--- src/rtl/clk_div_ctrl_pkg.sv ---
// Shared types and constants for the run-time clock divider controller.
// Optional feature macro: CLK_DIV_CTRL_DUTY50_EN (see clk_div_core.sv).
package clk_div_ctrl_pkg;

    // Default ratio width; modules carry a DIV_W parameter that mirrors this.
    localparam int DIV_W = 8;

    // Smallest ratio that still produces a toggling output (1 high / 1 low).
    localparam int DIV_MIN = 2;

    typedef logic [DIV_W-1:0] div_t;

    // STOP: output parked low, counter held at 0.
    // RUN : counting with the current ratio.
    // PEND: counting with the current ratio while a new one waits for the boundary.
    typedef enum logic [1:0] {
        STOP = 2'd0,
        RUN  = 2'd1,
        PEND = 2'd2
    } state_t;

endpackage

--- src/rtl/clk_div_core.sv ---
// Period counter plus registered divided clock and period tick.
// With CLK_DIV_CTRL_DUTY50_EN defined, odd ratios get an extra negedge
// flop that stretches the high phase by half a clk_in cycle (exact 50%).
module clk_div_core #(
    parameter int DIV_W = 8
) (
    input  logic             clk_in,
    input  logic             rst,
    input  logic             en,
    input  logic [DIV_W-1:0] div,
    output logic             clk_out,
    output logic             tick_out,
    output logic             wrap
);
    import clk_div_ctrl_pkg::*;

    localparam logic [DIV_W-1:0] CNT_ONE = DIV_W'(1);
    localparam logic [DIV_W:0]   EXT_ONE = (DIV_W+1)'(1);

    logic [DIV_W-1:0] cnt_q, cnt_d;
    logic             pos_q, pos_d;
    logic             tick_q, tick_d;
    logic [DIV_W:0]   div_ext;
    logic [DIV_W:0]   hi_lim;
    logic             last;

    assign div_ext = {1'b0, div};

    // Number of counter states during which the posedge term is high.
    // Computed one bit wider so a ratio of 2^DIV_W-1 cannot overflow.
`ifdef CLK_DIV_CTRL_DUTY50_EN
    assign hi_lim = div_ext >> 1;
`else
    assign hi_lim = (div_ext + EXT_ONE) >> 1;
`endif

    // ">=" rather than "==" so a counter that is somehow past the end still wraps.
    assign last = (cnt_q >= (div - CNT_ONE));
    assign wrap = en & last;

    // Next counter value and the posedge high-phase / tick terms.
    always_comb begin
        cnt_d  = cnt_q;
        pos_d  = 1'b0;
        tick_d = 1'b0;
        if (en) begin
            cnt_d  = last ? '0 : (cnt_q + CNT_ONE);
            pos_d  = ({1'b0, cnt_q} < hi_lim);
            tick_d = (cnt_q == '0);
        end else begin
            cnt_d  = '0;
        end
    end

    // Counter and registered outputs; stopping forces everything to 0.
    always_ff @(posedge clk_in) begin
        if (rst) begin
            cnt_q  <= '0;
            pos_q  <= 1'b0;
            tick_q <= 1'b0;
        end else begin
            cnt_q  <= cnt_d;
            pos_q  <= pos_d;
            tick_q <= tick_d;
        end
    end

    assign tick_out = tick_q;

`ifdef CLK_DIV_CTRL_DUTY50_EN
    logic neg_q;

    // Half-cycle delayed copy of the high phase, only for odd ratios.
    always_ff @(negedge clk_in) begin
        if (rst) begin
            neg_q <= 1'b0;
        end else begin
            neg_q <= pos_q & div[0];
        end
    end

    // Rising edge comes from pos_q, falling edge from neg_q: no glitch since
    // neg_q only ever extends a high phase already in progress.
    assign clk_out = pos_q | neg_q;
`else
    assign clk_out = pos_q;
`endif

endmodule

--- src/rtl/clk_div_ctrl.sv ---
// Run-time integer clock divider controller: start/stop FSM and the
// req/ack ratio-change handshake. Ratio changes take effect only at period
// boundaries so no runt pulses reach clk_out.
// Optional feature macro: CLK_DIV_CTRL_DUTY50_EN (50% duty for odd ratios).
module clk_div_ctrl #(
    parameter int DIV_W       = 8,
    parameter int DEFAULT_DIV = 7
) (
    input  logic             clk_in,
    input  logic             rst,
    input  logic             run_en,
    input  logic             div_req,
    input  logic [DIV_W-1:0] div_val,
    output logic             div_ack,
    output logic             div_err,
    output logic [DIV_W-1:0] div_cur,
    output logic             busy,
    output logic             clk_out,
    output logic             tick_out
);
    import clk_div_ctrl_pkg::*;

    localparam logic [DIV_W-1:0] DEF_DIV = DIV_W'(DEFAULT_DIV);
    localparam logic [DIV_W-1:0] MIN_DIV = DIV_W'(DIV_MIN);

    state_t           state_q;
    logic [DIV_W-1:0] div_cur_q;
    logic [DIV_W-1:0] pend_div_q;
    logic             ack_q;
    logic             err_q;
    logic             busy_q;

    logic             core_en;
    logic             wrap;
    logic             req_take;
    logic             req_bad;

    // A request is sampled only when no change is pending and we are not in
    // the ack cycle of the previous request (the requester still holds
    // div_req high while it sees the ack).
    assign req_take = div_req & ~ack_q & (state_q != PEND);
    assign req_bad  = (div_val < MIN_DIV);
    assign core_en  = (state_q != STOP);

    clk_div_core #(
        .DIV_W (DIV_W)
    ) u_core (
        .clk_in   (clk_in),
        .rst      (rst),
        .en       (core_en),
        .div      (div_cur_q),
        .clk_out  (clk_out),
        .tick_out (tick_out),
        .wrap     (wrap)
    );

    // Control FSM with registered handshake outputs.
    always_ff @(posedge clk_in) begin
        if (rst) begin
            state_q    <= STOP;
            div_cur_q  <= DEF_DIV;
            pend_div_q <= '0;
            ack_q      <= 1'b0;
            err_q      <= 1'b0;
            busy_q     <= 1'b0;
        end else begin
            ack_q <= 1'b0;
            err_q <= 1'b0;
            case (state_q)
                STOP: begin
                    // Output is parked, so a valid ratio can be applied at once.
                    if (req_take) begin
                        ack_q <= 1'b1;
                        if (req_bad) begin
                            err_q <= 1'b1;
                        end else begin
                            div_cur_q <= div_val;
                        end
                    end
                    if (run_en) begin
                        state_q <= RUN;
                    end
                end
                RUN: begin
                    if (wrap && !run_en) begin
                        // Stopping wins; any request is picked up next cycle in STOP.
                        state_q <= STOP;
                    end else if (req_take) begin
                        if (req_bad) begin
                            ack_q <= 1'b1;
                            err_q <= 1'b1;
                        end else begin
                            pend_div_q <= div_val;
                            busy_q     <= 1'b1;
                            state_q    <= PEND;
                        end
                    end
                end
                PEND: begin
                    // Old ratio runs to its boundary; the counter wraps to 0 there
                    // on its own, so the new ratio starts on a clean period.
                    if (wrap) begin
                        div_cur_q <= pend_div_q;
                        ack_q     <= 1'b1;
                        busy_q    <= 1'b0;
                        state_q   <= run_en ? RUN : STOP;
                    end
                end
                default: begin
                    state_q <= STOP;
                    busy_q  <= 1'b0;
                end
            endcase
        end
    end

    assign div_ack = ack_q;
    assign div_err = err_q;
    assign div_cur = div_cur_q;
    assign busy    = busy_q;

endmodule
--- config.mk ---
export PLATFORM = sky130hd
export DESIGN_NAME = clk_div_ctrl
export DESIGN_NICKNAME = d
export VERILOG_FILES = /design/src/rtl/clk_div_ctrl_pkg.sv /design/src/rtl/clk_div_core.sv /design/src/rtl/clk_div_ctrl.sv
export SDC_FILE = /design/constraint.sdc
export NUM_CORES = 1
export LEC_CHECK = 0
export BUFFER_PORTS_ARGS = -buffer_cell sky130_fd_sc_hd__clkbuf_2
export CORE_MARGIN = 2
export CORE_UTILIZATION = 40
export DETAILED_ROUTE_END_ITERATION = 12
export PLACE_DENSITY = 0.61
export SETUP_SLACK_MARGIN = 0.1
export SYNTH_ARGS = -nofsm -noshare
export SYNTH_HDL_FRONTEND = slang
export SYNTH_SLANG_ARGS = --single-unit
--- constraint.sdc ---
create_clock -name clk_in -period 3.8 [get_ports clk_in]
set_clock_uncertainty 0.05 [all_clocks]
set_input_delay 0.38 -clock clk_in [delete_from_list [all_inputs] [get_ports clk_in]]
set_output_delay 0.38 -clock clk_in [all_outputs]
set_load 0.005 [all_outputs]
==> results.json, run 1 <==
{
  "status": "complete, no violations",
  "yosys_most_used_dff": "dfxtp_1",
  "power.total_mw": 0.8801,
  "rows": 25,
  "drtIter0Drc": 68,
  "cts.sink_count": 31,
  "synth_compound_area_frac": 0.1585,
  "crit_path_cell_trace": "or3_1 > nand2b_1 > nor4_1 > xnor2_1 > ha_1 > a21oi_1 > o21ai_0 > a21oi_2 > o2111a_1 > mux2i_1",
  "core_um2": 4755,
  "area_growth_pct": 13.00,
  "yosysSeqAreaShare": 0.3145,
  "globalRoute.totalOverflow": 0,
  "grt_pass1_wl_um": 6989,
  "cts-root-buf": "clkbuf_8",
  "antenna_found_initial": 0,
  "crit_path_end_kind": "register",
  "worst_path_max_delay_cell": "o2111a_1",
  "post-route-min-period_ns": 3.150,
  "nNetsFinal": 274,
  "max_freq_mhz": 317.5,
  "async_flop_share": 0,
  "synth_edf_count": 0,
  "worst-path-buf-inv": 0,
  "synth_adder_area_share": 0.1205,
  "clkLatencyLatePin_ns": 0.29,
  "h-tree-depth": 2,
  "grt_max_degree": 32,
  "synthXorXnorAreaFrac": 0.07990,
  "drt.antenna.violating_nets": 0,
  "drt_wl_total_um": 4235,
  "hold_buffers": 0,
  "synth_top_family_by_area": "simple AND/OR/NAND/NOR gates",
  "path_max_fanout": 10,
  "num_io_pins": 25,
  "synth_mux_area_frac": 0.08180,
  "period_share": 0.8288,
  "syn-num-nets": 255,
  "cts_buffers": 5,
  "dp.cells": 303,
  "diodes": 0,
  "cts_resized": 0,
  "layout-drive-gt1-share": 0.1434,
  "remaining_drc_errors": 0,
  "wire_per_inst_um": 13.62,
  "rsz0062_at_grt": "no",
  "fp.dieW_um": 74.24,
  "crit_family": "compound AO/OA/AOI/OAI gates",
  "hold_slack_ns": 0.2985,
  "yosys.area_share.simple": 0.1991,
  "startpoint_type": "register",
  "post-cts-setup-buffer-count": 0,
  "die_area_um2": 5511,
  "vias": 1607,
  "crit_arrival_ns": 3.32,
  "critPathKind": "reg2reg",
  "drv_cap": 0,
  "place.detailed.hpwl_um": 3143,
  "drv_slew": 0,
  "grt_use_total": 0.1646,
  "worstMarginPinSlew_ns": 0.8893,
  "leakagePower_nw": 0.9591,
  "required_ns": 3.97,
  "gp_congestion": 0.7991,
  "instances_no_fill": 311,
  "synth_cell_type_count": 36,
  "setup_viol": 0,
  "netlist_area_um2": 1973,
  "grt_pass1_vias": 1423,
  "synth_seq_cells": 31,
  "tns_ns": 0,
  "first_pass_iters": 4,
  "clockBufferDepth": 2,
  "syn_area_per_cell_um2": 8.809,
  "die_h_um": 74.24,
  "avgViaCountPerCell": 5.167,
  "hold_violations": 0,
  "yosys_warnings": 0,
  "start_util": 0.4150,
  "io_buffers": 24,
  "crit_path_max_incr_delay_ns": 0.52,
  "cts_tree": "built",
  "clk_pin_slew_ns": 0.07,
  "hp-class": "in2reg",
  "irDropWorstVdd_mv": 0.1865,
  "relSlewSlack": 0.4071,
  "synth_cells": 224,
  "p_per_area_nw_per_um2": 394.7
}
==> where the power goes <==
part           switching [mW]  total [mW]  leakage, nW  internal, mW
Clock                   0.136       0.331       0.0581         0.195
Combinational          0.0919       0.173        0.648        0.0814
Sequential             0.0301       0.375        0.253         0.345
==> routing by layer <==
metal  vias up  GRT usage  part of all wire
li1        842          -                 -
met5         -          0                 0
met2        31     0.2450              0.43
met1       728     0.2282              0.51
met4         0    0.04762             0.012
met3         6    0.05420             0.048
==> cells in the mapped netlist, drive strengths merged, types with 6 or more instances <==
| cell | count | area, um2 |
|---|---|---|
| nand3 | 12 | 60.06 |
| clkbuf | 10 | 37.54 |
| xor2 | 9 | 78.83 |
| a21o | 6 | 45.04 |
| nor2 | 12 | 45.04 |
| xnor2 | 9 | 78.83 |
| nand2 | 9 | 33.78 |
| a21oi | 17 | 88.84 |
| dfxtp | 31 | 620.6 |
| inv | 7 | 26.28 |
| o21ai | 7 | 35.03 |
| nand2b | 22 | 145.1 |
| ha | 19 | 237.7 |
| mux2i | 15 | 150.1 |
==> tightest hold or removal path, cell delays in order <==
cell,delay [ns]
clkbuf_2,0.09
nand2b_1,0.06
mux2i_1,0.06
==> layout by cell type, fill, tap and decap left out, types with 4 or more instances in the layout <==
cell type	instances
xnor2_1	9
nor4_1	4
nor3_1	5
ha_1	19
xor2_1	9
a21oi_1	16
o21ai_0	7
dfxtp_1	31
inv_1	7
clkbuf_8	5
nor2_1	12
a311oi_1	5
clkbuf_2	24
mux2i_1	15
nand2b_1	21
nand2_1	9
nand3_1	12
a21o_1	6
==> kinds of logic (layout without fill, tap and decap cells) <==
family	Yosys count	in the layout
AND/OR/NAND/NOR	73	73
AO/OA/AOI/OAI	47	47
flip-flops	31	31
buffers and inverters	20	40
adder cells (fa/ha/maj)	19	19
XOR/XNOR	18	18
multiplexers	16	16
==> metrics by stage <==
stage / utilization / cell area [um2] / worst slack [ns]
3_3_place_gp: 0.4453 / 2117 / 0.7473
5_1_grt: 0.4689 / 2230 / 0.4084
2_1_floorplan: - / 1973 / 0.9785
3_5_place_dp: 0.4453 / 2117 / 0.6583
6_report: 0.4689 / 2230 / 0.6504
4_1_cts: 0.4689 / 2230 / 0.6493
==> cell type report <==
class	count	area, um2
clock inverters	3	43.79
inverters	8	30.03
well taps	67	83.83
flip-flops and latches	31	620.6
fillers	488	2525
multi-input cells	173	1262
repair buffers	24	120.1
clock buffers	5	68.82
==> final timing paths <==
path | startpoint | endpoint | slack [ns] | cells past startpoint
setup / recovery | div_cur[2] | pend_div_q[5] | 0.65 | 10
hold / removal | div_val[0] | pend_div_q[0] | 0.30 | 3
setup reg to reg | div_cur[2] | pend_div_q[5] | 0.65 | 10
hold reg to reg | pend_div_q[4] | pend_div_q[4] | 0.43 | 2
==> flip-flops by register name, indices dropped and copies added (netlist names) <==
name             flops
busy                 1
div_ack              1
div_cur              8
div_err              1
pend_div_q           8
state_q              2
u_core.clk_out       1
u_core.cnt_q         8
u_core.tick_out      1
No activity file was read; power rests on OpenSTA's default activity.
==> run 2, diff against run 1 <==
Settings changed: PLACE_DENSITY 0.61 to 0.63.
Clock period 3.8 ns to 2.86 ns, I/O delays scaled along.
==> results.json, run 2 (synthesis results as in run 1) <==
{
  "num_io_pins": 25,
  "die_h_um": 74.24,
  "grt_use_total": 0.1681,
  "clockBufferDepth": 2,
  "cts-root-buf": "clkbuf_8",
  "required_ns": 2.97,
  "wire_per_inst_um": 13.26,
  "clkLatencyLatePin_ns": 0.29,
  "cts_buffers": 5,
  "worstMarginPinSlew_ns": 0.8866,
  "path_max_fanout": 14,
  "avgViaCountPerCell": 5.182,
  "worst-path-buf-inv": 1,
  "drt.antenna.violating_nets": 0,
  "diodes": 0,
  "max_freq_mhz": 380.0,
  "nNetsFinal": 282,
  "globalRoute.totalOverflow": 0,
  "die_area_um2": 5511,
  "gp_congestion": 0.7553,
  "worst_path_max_delay_cell": "a211o_4",
  "drv_slew": 0,
  "crit_family": "simple AND/OR/NAND/NOR gates",
  "core_um2": 4755,
  "setup_viol": 0,
  "hold_buffers": 0,
  "hold_violations": 0,
  "startpoint_type": "register",
  "place.detailed.hpwl_um": 3153,
  "period_share": 0.9201,
  "io_buffers": 24,
  "fp.dieW_um": 74.24,
  "r2r_slack_ns": 0.23,
  "relSlewSlack": 0.4089,
  "grt_pass1_wl_um": 7044,
  "crit_path_max_incr_delay_ns": 0.39,
  "crit_path_end_kind": "register",
  "status": "complete, no violations",
  "layout-drive-gt1-share": 0.1984,
  "area_growth_pct": 16.99,
  "start_util": 0.4150,
  "drtIter0Drc": 40,
  "crit_arrival_ns": 2.74,
  "grt_max_degree": 32,
  "cts_tree": "built",
  "rows": 25,
  "rsz0062_at_grt": "yes",
  "grt_pass1_vias": 1517,
  "cts.sink_count": 31,
  "h-tree-depth": 2,
  "hp-class": "in2reg",
  "irDropWorstVdd_mv": 0.2370,
  "antenna_found_initial": 0,
  "p_per_area_nw_per_um2": 476.4,
  "power.total_mw": 1.100,
  "drt_wl_total_um": 4229,
  "final_cell_mix": "dfxtp_1 (31), clkbuf_2 (24), nand2b_1 (21), ha_1 (19)",
  "tns_ns": 0,
  "leakagePower_nw": 0.9837,
  "crit_path_cell_trace": "or3_1 > nand2b_1 > nor4_2 > xnor2_1 > ha_1 > a21oi_1 > o21ai_2 > a211o_4 > buf_4 > nand3_1 > a21oi_1",
  "drv_cap": 0,
  "first_pass_iters": 4,
  "layout_commonest_cell": "dfxtp_1",
  "post-route-min-period_ns": 2.631,
  "cp_common_cell": "a21oi_1",
  "clk_pin_slew_ns": 0.07,
  "vias": 1653,
  "critPathKind": "reg2reg",
  "remaining_drc_errors": 0
}
-- run 2: cell types whose count changed in the layout (fill, tap and decap cells not counted), sizes merged --
cell and change:
buf +8, bufinv -1, clkinv -1, clkinvlp +2
-- run 2: path summary, 6_finish.rpt --
path / start / depth (start not counted) / to
setup / recovery: div_cur[2] / 11 / state_q[0]
hold / removal: div_val[0] / 3 / pend_div_q[0]
setup reg to reg: div_cur[2] / 11 / state_q[0]
hold reg to reg: busy / 2 / busy
-- run 2: worst register-to-register path, delay by kind of cell (launching register included) --
kind / cells / cell delay (ns)
and+or+nand+nor: 4 / 0.80
AOI/OAI and AO/OA: 4 / 0.74
DFF: 1 / 0.31
adders and majority gates: 1 / 0.27
xor gates and xnor gates: 1 / 0.16
buffers and inverters: 1 / 0.16
-- run 2: cell type report --
type	count	area [um2]
tap	67	83.83
clock inverter	3	20.02
clock buffer	5	68.82
inverter	8	30.03
timing repair buffer	32	180.2
sequential	31	620.6
multi-input combinational	173	1305
fill	493	2446
-- run 2: timing repair --
item | 4_1_cts | 5_1_grt
cloned | 0 | 0
resized for setup | 3 | 5
setup endpoints to repair | 15 | 22
buffers inserted | 0 | 1
endpoints found under the hold margin | 0 | 0
pin swaps | 0 | 1
-- run 2: metrics by stage --
step                      setup slack (ns)  cell area, um2  cells  utilization  hold slack, ns
after floorplan                     0.1124            1977    224            -          0.3879
after global placement              0.1068            2173    310       0.4571          0.4078
after detailed placement           0.06972            2173    310       0.4571          0.4137
after CTS                           0.1485            2270    318       0.4774          0.1915
after global routing               0.08232            2308    319       0.4855          0.2008
final                               0.2286            2308    319       0.4855          0.2004
-- run 2: power by group --
part / total [mW] / switching [mW] / internal (mW)
Sequential: 0.485 / 0.0263 / 0.459
Clock: 0.353 / 0.184 / 0.169
Combinational: 0.262 / 0.140 / 0.122
-- run 2: per-layer routing --
layer / wire length, um / share of wire / GRT usage
met1: 2023 / 0.48 / 0.2178
met2: 1954 / 0.46 / 0.2659
met3: 165 / 0.039 / 0.04336
met4: 86 / 0.020 / 0.07143
met5: 0 / 0 / 0
==> run 3, diff against run 2 <==
Settings changed: GPL_TIMING_DRIVEN set to 0.
==> results.json, run 3 (synthesis results as in run 1) <==
{
  "status": "complete, no violations",
  "drt_wl_total_um": 4509,
  "die_h_um": 74.24,
  "cts.sink_count": 31,
  "die_area_um2": 5511,
  "globalRoute.totalOverflow": 0,
  "power.internal_mw": 0.8669,
  "p_per_area_nw_per_um2": 497.3,
  "dr_wl_met3_um": 148,
  "clk_pin_slew_ns": 0.07,
  "grt_pass1_vias": 1615,
  "cts-root-buf": "clkbuf_8",
  "first_pass_iters": 4,
  "area_growth_pct": 26.63,
  "instances_no_fill": 333,
  "tns_ns": 0,
  "power.total_mw": 1.243,
  "setup_viol": 0,
  "worstMarginPinSlew_ns": 0.5500,
  "gp_congestion": 0.7670,
  "irDropWorstVdd_mv": 0.2716,
  "h-tree-depth": 2,
  "place.detailed.hpwl_um": 3213,
  "antenna_found_initial": 0,
  "wire_per_inst_um": 13.54,
  "drtIter0Drc": 37,
  "leakagePower_nw": 1.070,
  "vias": 1699,
  "switching_share": 0.3023,
  "grt_use_total": 0.1729,
  "io_buffers": 24,
  "clkLatencyLatePin_ns": 0.29,
  "top_layer_used": "met4",
  "core_um2": 4755,
  "relSlewSlack": 0.6334,
  "max_freq_mhz": 366.5,
  "crit_path_end_kind": "register",
  "grt_max_degree": 12,
  "critPathKind": "reg2reg",
  "clockBufferDepth": 2,
  "drt.antenna.violating_nets": 0,
  "nNetsFinal": 296,
  "remaining_drc_errors": 0,
  "met2_length_um": 2223,
  "start_util": 0.4150,
  "final_cell_mix": "dfxtp_1 (26), clkbuf_2 (24), nand2b_1 (20), ha_1 (19), mux2i_1 (15)",
  "p_seq_frac": 0.393,
  "power_frac_comb": 0.248,
  "layout-drive-gt1-share": 0.2707,
  "place_area_um2": 2181,
  "clkPwrFrac": 0.359,
  "diodes": 0,
  "grt_pass1_wl_um": 7245,
  "finalInstanceArea_um2": 2499,
  "hold_slack_ns": 0.1985,
  "period_share": 0.9541,
  "drv_slew": 0,
  "setup_ws_ns": 0.1314,
  "fin_util": 0.5255,
  "drv_cap": 0,
  "fp.dieW_um": 74.24,
  "rsz0062_at_grt": "yes",
  "hold_violations": 0,
  "layout_commonest_cell": "dfxtp_1",
  "wl_met1_um": 2080,
  "rows": 25,
  "crit_arrival_ns": 2.86,
  "hp-class": "in2reg",
  "num_io_pins": 25,
  "post-route-min-period_ns": 2.729,
  "dpl_worst_slack_ns": -0.1668,
  "required_ns": 2.99,
  "path_max_fanout": 8,
  "cts_buffers": 5,
  "avgViaCountPerCell": 5.102,
  "power.switching_mw": 0.3756,
  "dp.cells": 315,
  "startpoint_type": "register",
  "cts_tree": "built"
}
==> run 3: changes by cell type in the layout (fill, tap and decap cells not counted), moves of 5 or more <==
cell	change
a21oi_1	-5
a21oi_2	+5
buf_6	+5
clkbuf_1	+7
dfxtp_1	-5
dfxtp_2	+5
==> run 3: area by class of cell <==
class | count | area [um2]
fill | 487 | 2256
clock buffer | 5 | 68.82
tap | 67 | 83.83
multi-input combinational | 173 | 1368
buffer | 10 | 60.06
sequential | 31 | 626.9
timing repair buffer | 36 | 217.7
inverter | 8 | 30.03
clock inverter | 3 | 43.79
==> run 3: final timing paths <==
path | cells past startpoint | slack, ns | start | to
max | 13 | 0.13 | div_cur[4] | pend_div_q[3]
min | 3 | 0.20 | div_val[0] | pend_div_q[0]
max reg2reg | 13 | 0.13 | div_cur[4] | pend_div_q[3]
min reg2reg | 2 | 0.43 | pend_div_q[4] | pend_div_q[4]
==> run 3: metal layers <==
layer,vias up,track usage
met5,-,0
met4,0,0.05754
met3,9,0.04472
met2,27,0.2986
met1,779,0.2099
li1,884,-
==> run 3: power by group through the flow <==
stage / clock, mW / sequential, mW / combinational, mW
2_1_floorplan: 0 / 0.489 / 0.185
3_5_place_dp: 0 / 0.493 / 0.257
4_1_cts: 0.451 / 0.485 / 0.285
6_report: 0.446 / 0.488 / 0.308
5_1_grt: 0.471 / 0.492 / 0.342
3_3_place_gp: 0 / 0.493 / 0.253
==> run 3: critical path, cell delays in order, from the launching register on <==
cell      delay, ns
dfxtp_2        0.32
buf_6          0.12
or3_4          0.33
nand2b_4       0.16
buf_4          0.13
nor2_1         0.13
xnor2_1        0.09
ha_1           0.31
nand4_1        0.15
a21oi_4        0.21
a21oi_2        0.09
o2111a_1       0.25
buf_6          0.15
mux2i_1        0.11
==> run 3: repair_timing <==
action	CTS	global route
buffers inserted	6	5
gates resized for setup	19	19
endpoints found under the hold margin	0	0
pin swaps	13	10
cloned	1	0
hold buffers	0	0
setup endpoints to repair	27	29
